<file path="config.mk">
export PLATFORM = sky130hd
export DESIGN_NAME = reset_sequencer
export DESIGN_NICKNAME = d
export VERILOG_FILES = /design/src/rtl/reset_sequencer.sv
export SDC_FILE = /design/constraint.sdc
export NUM_CORES = 1
export LEC_CHECK = 0
export ABC_AREA = 1
export CAP_MARGIN = 20
export CORE_MARGIN = 3
export CORE_UTILIZATION = 50
export DETAILED_ROUTE_END_ITERATION = 8
export PLACE_DENSITY = 0.72
export SYNTH_ARGS = -nofsm -noshare
export SYNTH_HDL_FRONTEND = slang
export SYNTH_SLANG_ARGS = --single-unit
</file>
<file path="constraint.sdc">
create_clock -name clk_in -period 2.67 [get_ports clk_in]
set_input_delay 0.4005 -clock clk_in [delete_from_list [all_inputs] [get_ports clk_in]]
set_output_delay 0.4005 -clock clk_in [all_outputs]
set_load 0.005 [all_outputs]
</file>
<file path="src/rtl/reset_sequencer.sv">
// reset_sequencer: debounces pll_locked on clk_in, then releases NTSC, USB and core resets in turn.
// Rev 1.0
`default_nettype none

module reset_sequencer #(
  parameter int LOCK_STABLE_CYCLES = 1024,
  parameter int STAGE_GAP_CYCLES   = 64
) (
  input  logic       clk_in,
  input  logic       rst_n,
  input  logic       pll_locked,
  input  logic       soft_rst_req,
  output logic       rst_ntsc_n,
  output logic       rst_usb_n,
  output logic       rst_core_n,
  output logic       seq_done,
  output logic [2:0] seq_state,
  output logic [7:0] lock_lost_cnt
);

  localparam int MAX_CYCLES = (LOCK_STABLE_CYCLES > STAGE_GAP_CYCLES) ?
                              LOCK_STABLE_CYCLES : STAGE_GAP_CYCLES;
  localparam int CNT_W      = $clog2(MAX_CYCLES) + 1;
  localparam logic [CNT_W-1:0] LOCK_LAST = CNT_W'(LOCK_STABLE_CYCLES - 1);
  localparam logic [CNT_W-1:0] GAP_LAST  = CNT_W'(STAGE_GAP_CYCLES - 1);

  typedef enum logic [2:0] {
    IDLE      = 3'd0,
    WAIT_LOCK = 3'd1,
    STAGE1    = 3'd2,
    STAGE2    = 3'd3,
    RUN       = 3'd4
  } state_e;

  state_e           state_q, state_d;
  logic [CNT_W-1:0] cnt_q, cnt_d;
  logic             sync1_q, lock_s_q;
  logic             ntsc_q, ntsc_d;
  logic             usb_q, usb_d;
  logic             core_q, core_d;
  logic             done_q, done_d;
  logic [7:0]       lost_q, lost_d;
  logic             abort, count_loss;

  always_comb begin
    state_d    = state_q;
    cnt_d      = cnt_q;
    ntsc_d     = ntsc_q;
    usb_d      = usb_q;
    core_d     = core_q;
    done_d     = done_q;
    lost_d     = lost_q;
    abort      = 1'b0;
    count_loss = 1'b0;

    case (state_q)
      IDLE: begin
        state_d = WAIT_LOCK;
        cnt_d   = '0;
        ntsc_d  = 1'b0;
        usb_d   = 1'b0;
        core_d  = 1'b0;
        done_d  = 1'b0;
      end
      WAIT_LOCK: begin
        if (!lock_s_q) begin
          cnt_d = '0;
        end else if (cnt_q == LOCK_LAST) begin
          state_d = STAGE1;
          ntsc_d  = 1'b1;
          cnt_d   = '0;
        end else begin
          cnt_d = cnt_q + CNT_W'(1);
        end
      end
      STAGE1: begin
        if (!lock_s_q) begin
          abort      = 1'b1;
          count_loss = 1'b1;
        end else if (cnt_q == GAP_LAST) begin
          state_d = STAGE2;
          usb_d   = 1'b1;
          cnt_d   = '0;
        end else begin
          cnt_d = cnt_q + CNT_W'(1);
        end
      end
      STAGE2: begin
        if (!lock_s_q) begin
          abort      = 1'b1;
          count_loss = 1'b1;
        end else if (cnt_q == GAP_LAST) begin
          state_d = RUN;
          core_d  = 1'b1;
          done_d  = 1'b1;
          cnt_d   = '0;
        end else begin
          cnt_d = cnt_q + CNT_W'(1);
        end
      end
      RUN: begin
        cnt_d = '0;
        // Lock loss is checked first so a coincident soft request counts once.
        if (!lock_s_q) begin
          abort      = 1'b1;
          count_loss = 1'b1;
        end else if (soft_rst_req) begin
          abort = 1'b1;
        end
      end
      default: begin
        state_d = IDLE;
        cnt_d   = '0;
        ntsc_d  = 1'b0;
        usb_d   = 1'b0;
        core_d  = 1'b0;
        done_d  = 1'b0;
      end
    endcase

    if (abort) begin
      state_d = WAIT_LOCK;
      cnt_d   = '0;
      ntsc_d  = 1'b0;
      usb_d   = 1'b0;
      core_d  = 1'b0;
      done_d  = 1'b0;
      if (count_loss && (lost_q != 8'hFF)) begin
        lost_d = lost_q + 8'd1;
      end
    end
  end

  always_ff @(posedge clk_in or negedge rst_n) begin
    if (!rst_n) begin
      sync1_q  <= 1'b0;
      lock_s_q <= 1'b0;
      state_q  <= IDLE;
      cnt_q    <= '0;
      ntsc_q   <= 1'b0;
      usb_q    <= 1'b0;
      core_q   <= 1'b0;
      done_q   <= 1'b0;
      lost_q   <= 8'd0;
    end else begin
      sync1_q  <= pll_locked;
      lock_s_q <= sync1_q;
      state_q  <= state_d;
      cnt_q    <= cnt_d;
      ntsc_q   <= ntsc_d;
      usb_q    <= usb_d;
      core_q   <= core_d;
      done_q   <= done_d;
      lost_q   <= lost_d;
    end
  end

  assign rst_ntsc_n    = ntsc_q;
  assign rst_usb_n     = usb_q;
  assign rst_core_n    = core_q;
  assign seq_done      = done_q;
  assign seq_state     = state_q;
  assign lock_lost_cnt = lost_q;

endmodule

`default_nettype wire

</file>
==> qor.yml <==
tns_ps: 0
multi_input_comb_area_um2: 674
min-delay-start: "sync1_q$_DFF_PN0_"
cts_num_sinks: 27
timing.fmax_mhz: 559
startpoint_type: "flip-flop"
hold_viol_final: 0
syn2layout_area_growth_pct: 15.9
track_usage_pct: 16.4
p_leak_nw: 0.807
crit_path_cell_trace: "clkdlybuf4s50_1"
fin_cells: 227
worst_pin_slew_ps: 398
dp_hpwl_mm: 1.96
synth_cell_types: 30
drtIter0Drc: 29
ant_nets: 0
crit_fanout: 6
nFillCells: 236
pwr-share-clk_pct: 28.3
antenna_cells: 0
numPortBuffers: 18
path_clk_slew_ps: 140
avgSynthCellArea_um2: 8.42
cpMaxStageDelayCell: "clkdlybuf4s50_1"
critical_path_class: "reg -> out"
seq_area_um2: 676
cp_top_family: "buffers and inverters"
io_pins: 19
grt_pass1_wl_mm: 4.55
die_h_um: 60.3
syn_nets: 181
drt_wl_total_mm: 2.55
maxCapViolCount: 0
grt_pass1_vias: 1098
drv_slew: 0
cp_slowest_stage_delay_ps: 560
crit_required_ps: 2270
hold_class: "reg -> reg"
gp_congestion: 0.912
coreArea_um2: 2780
cp-startpoint: "lock_lost_cnt[6]$_DFFE_PN0P_"
netlist_instances: 175
grt-ovfl-total: 0
h-tree-depth: 1
cts_made_buffers: 3
end_kind: "primary output"
yosysWarnings: 0
finalSetupViolCount: 0
insertion_delay_ps: 320
p_sw_mw: 0.136
p_comb_share_pct: 4.1
fin_skew_ps: 4.76
ys_seq_area_share_pct: 45.8
nets: 203
peakVddDrop_v: 0.000229
maxSlewHeadroom_pct: 73.2
die_w_um: 60.3
tritoncts: "built"
grt_start_max_net_pins: 28
arrival_ps: 1390
syn_area_um2: 1470
ys_ff_latch: 27
cts_hold_buf: 0
layout-drive-gt1-share_pct: 12.2
dr.pass1.iters: 5
p_int_mw: 0.482
p_per_area_nw_per_um2: 362
cts-root-buf: "clkbuf_4"
antenna_found_initial: 0
dpl.cell_count: 223
vias: 1146
post-route-drc-count: 0
rsz0062_at_grt: "no"
cts_resized: 0
cts_buffer_depth: 2
switching_share_pct: 22.0
power.total_mw: 0.618
cp_num_buf_inv: 1
avgRoutedWirePerCell_um: 11.2
via_per_inst: 5.05
min_period_ps: 1790
status: "completed"
die_area_um2: 3640
core.rowCount: 19
r2r_start: "lock_lost_cnt[0]$_DFFE_PN0P_"
post_cts_buffers: 0
p_seq_share_pct: 67.5
final.period_utilization_pct: 67.0
start_util_pct: 53.0
[layout make-up]
type,count,area share [%]
timing repair buffer,19,11.0
tap,31,2.27
multi-input combinational,118,39.5
clock buffer,4,1.54
inverter,28,6.15
sequential,27,39.6
[power by group through the flow]
stage	registers, mW	logic, mW	clock network [mW]
after global routing	0.418	0.0301	0.201
after floorplan	0.425	0.0115	0
after detailed placement	0.425	0.0270	0
after global placement	0.425	0.0265	0
final	0.418	0.0257	0.175
after CTS	0.418	0.0271	0.185
[registers in the layout, summed over array words and instances, names as in the netlist]
| signal | cells |
|---|---|
| cnt_q | 11 |
| lock_lost_cnt | 8 |
| lock_s_q | 1 |
| rst_ntsc_n | 1 |
| rst_usb_n | 1 |
| seq_done | 1 |
| seq_state | 3 |
| sync1_q | 1 |
[metrics by stage]
stage                     instance area (µm²)  hold WS [ps]  utilization [%]  setup slack (ps)
after floorplan                          1470           105                -              1220
after global placement                   1680           339             60.5              1100
after detailed placement                 1680           343             60.5              1050
after CTS                                1710           369             61.4               867
after global routing                     1710           379             61.4               804
final                                    1710           360             61.4               882
[final timing paths]
check / end / slack (ps) / depth (start not counted)
min reg2reg: lock_s_q$_DFF_PN0_ / 360 / 0
max reg2reg: lock_lost_cnt[3]$_DFFE_PN0P_ / 1020 / 6
min in group asynchronous: seq_state[1]$_DFFE_PN0P_ / 430 / 2
max in group asynchronous: cnt_q[10]$_DFFE_PN0P_ / 1990 / 2
min: lock_s_q$_DFF_PN0_ / 360 / 0
max: lock_lost_cnt[6] / 880 / 1
[routing by layer]
| layer | up-vias | global-route usage [%] | wire length, µm |
|---|---|---|---|
| met1 | 527 | 21.5 | 1240 |
| li1 | 591 | - | - |
| met5 | - | 0 | 0 |
| met3 | 4 | 2.38 | 88 |
| met2 | 24 | 26.9 | 1200 |
| met4 | 0 | 6.96 | 26 |
[Yosys cell counts]
master	instances	area, µm²
nand2_1	38	143
dfrtp_1	27	676
inv_1	24	90.1
nand3_1	16	80.1
nor2_1	14	52.6
xor2_1	10	87.6
nand4_1	5	31.3
o21ai_0	5	25.0
inv_2	4	15.0
nand2_2	4	25.0
nor3_1	3	15.0
ha_1	2	25.0
nand3_2	2	20.0
nor2_2	2	12.5
nor3_2	2	20.0
o21ai_1	2	10.0
xnor2_1	2	17.5
a21boi_2	1	11.3
a21oi_1	1	5.00
a31oi_1	1	6.26
a31oi_4	1	21.3
buf_4	1	7.51
buf_6	1	11.3
nand2_4	1	11.3
nand3b_1	1	7.51
nor2_4	1	11.3
o21ai_4	1	16.3
o21bai_1	1	7.51
or2_1	1	6.26
or2_2	1	6.26
[kinds of logic after synthesis]
logic type,after synthesis,share of synthesized area (%)
AO/OA/AOI/OAI,13,6.96
XOR/XNOR,12,7.13
adder cells (fa/ha/maj),2,1.70
buffers and inverters,30,8.40
flip-flops,27,45.8
AND/OR/NAND/NOR,91,30.0
[cells in the final DEF, fill, tap and decap left out, drive strengths merged, types with 4 or more instances in the layout]
| cell | n |
|---|---|
| nand3 | 18 |
| clkbuf | 4 |
| nand2 | 43 |
| nor3 | 5 |
| o21ai | 8 |
| xor2 | 10 |
| clkdlybuf4s50 | 18 |
| nor2 | 17 |
| dfrtp | 27 |
| inv | 28 |
| nand4 | 5 |
Power figures use the tool's default switching activity.
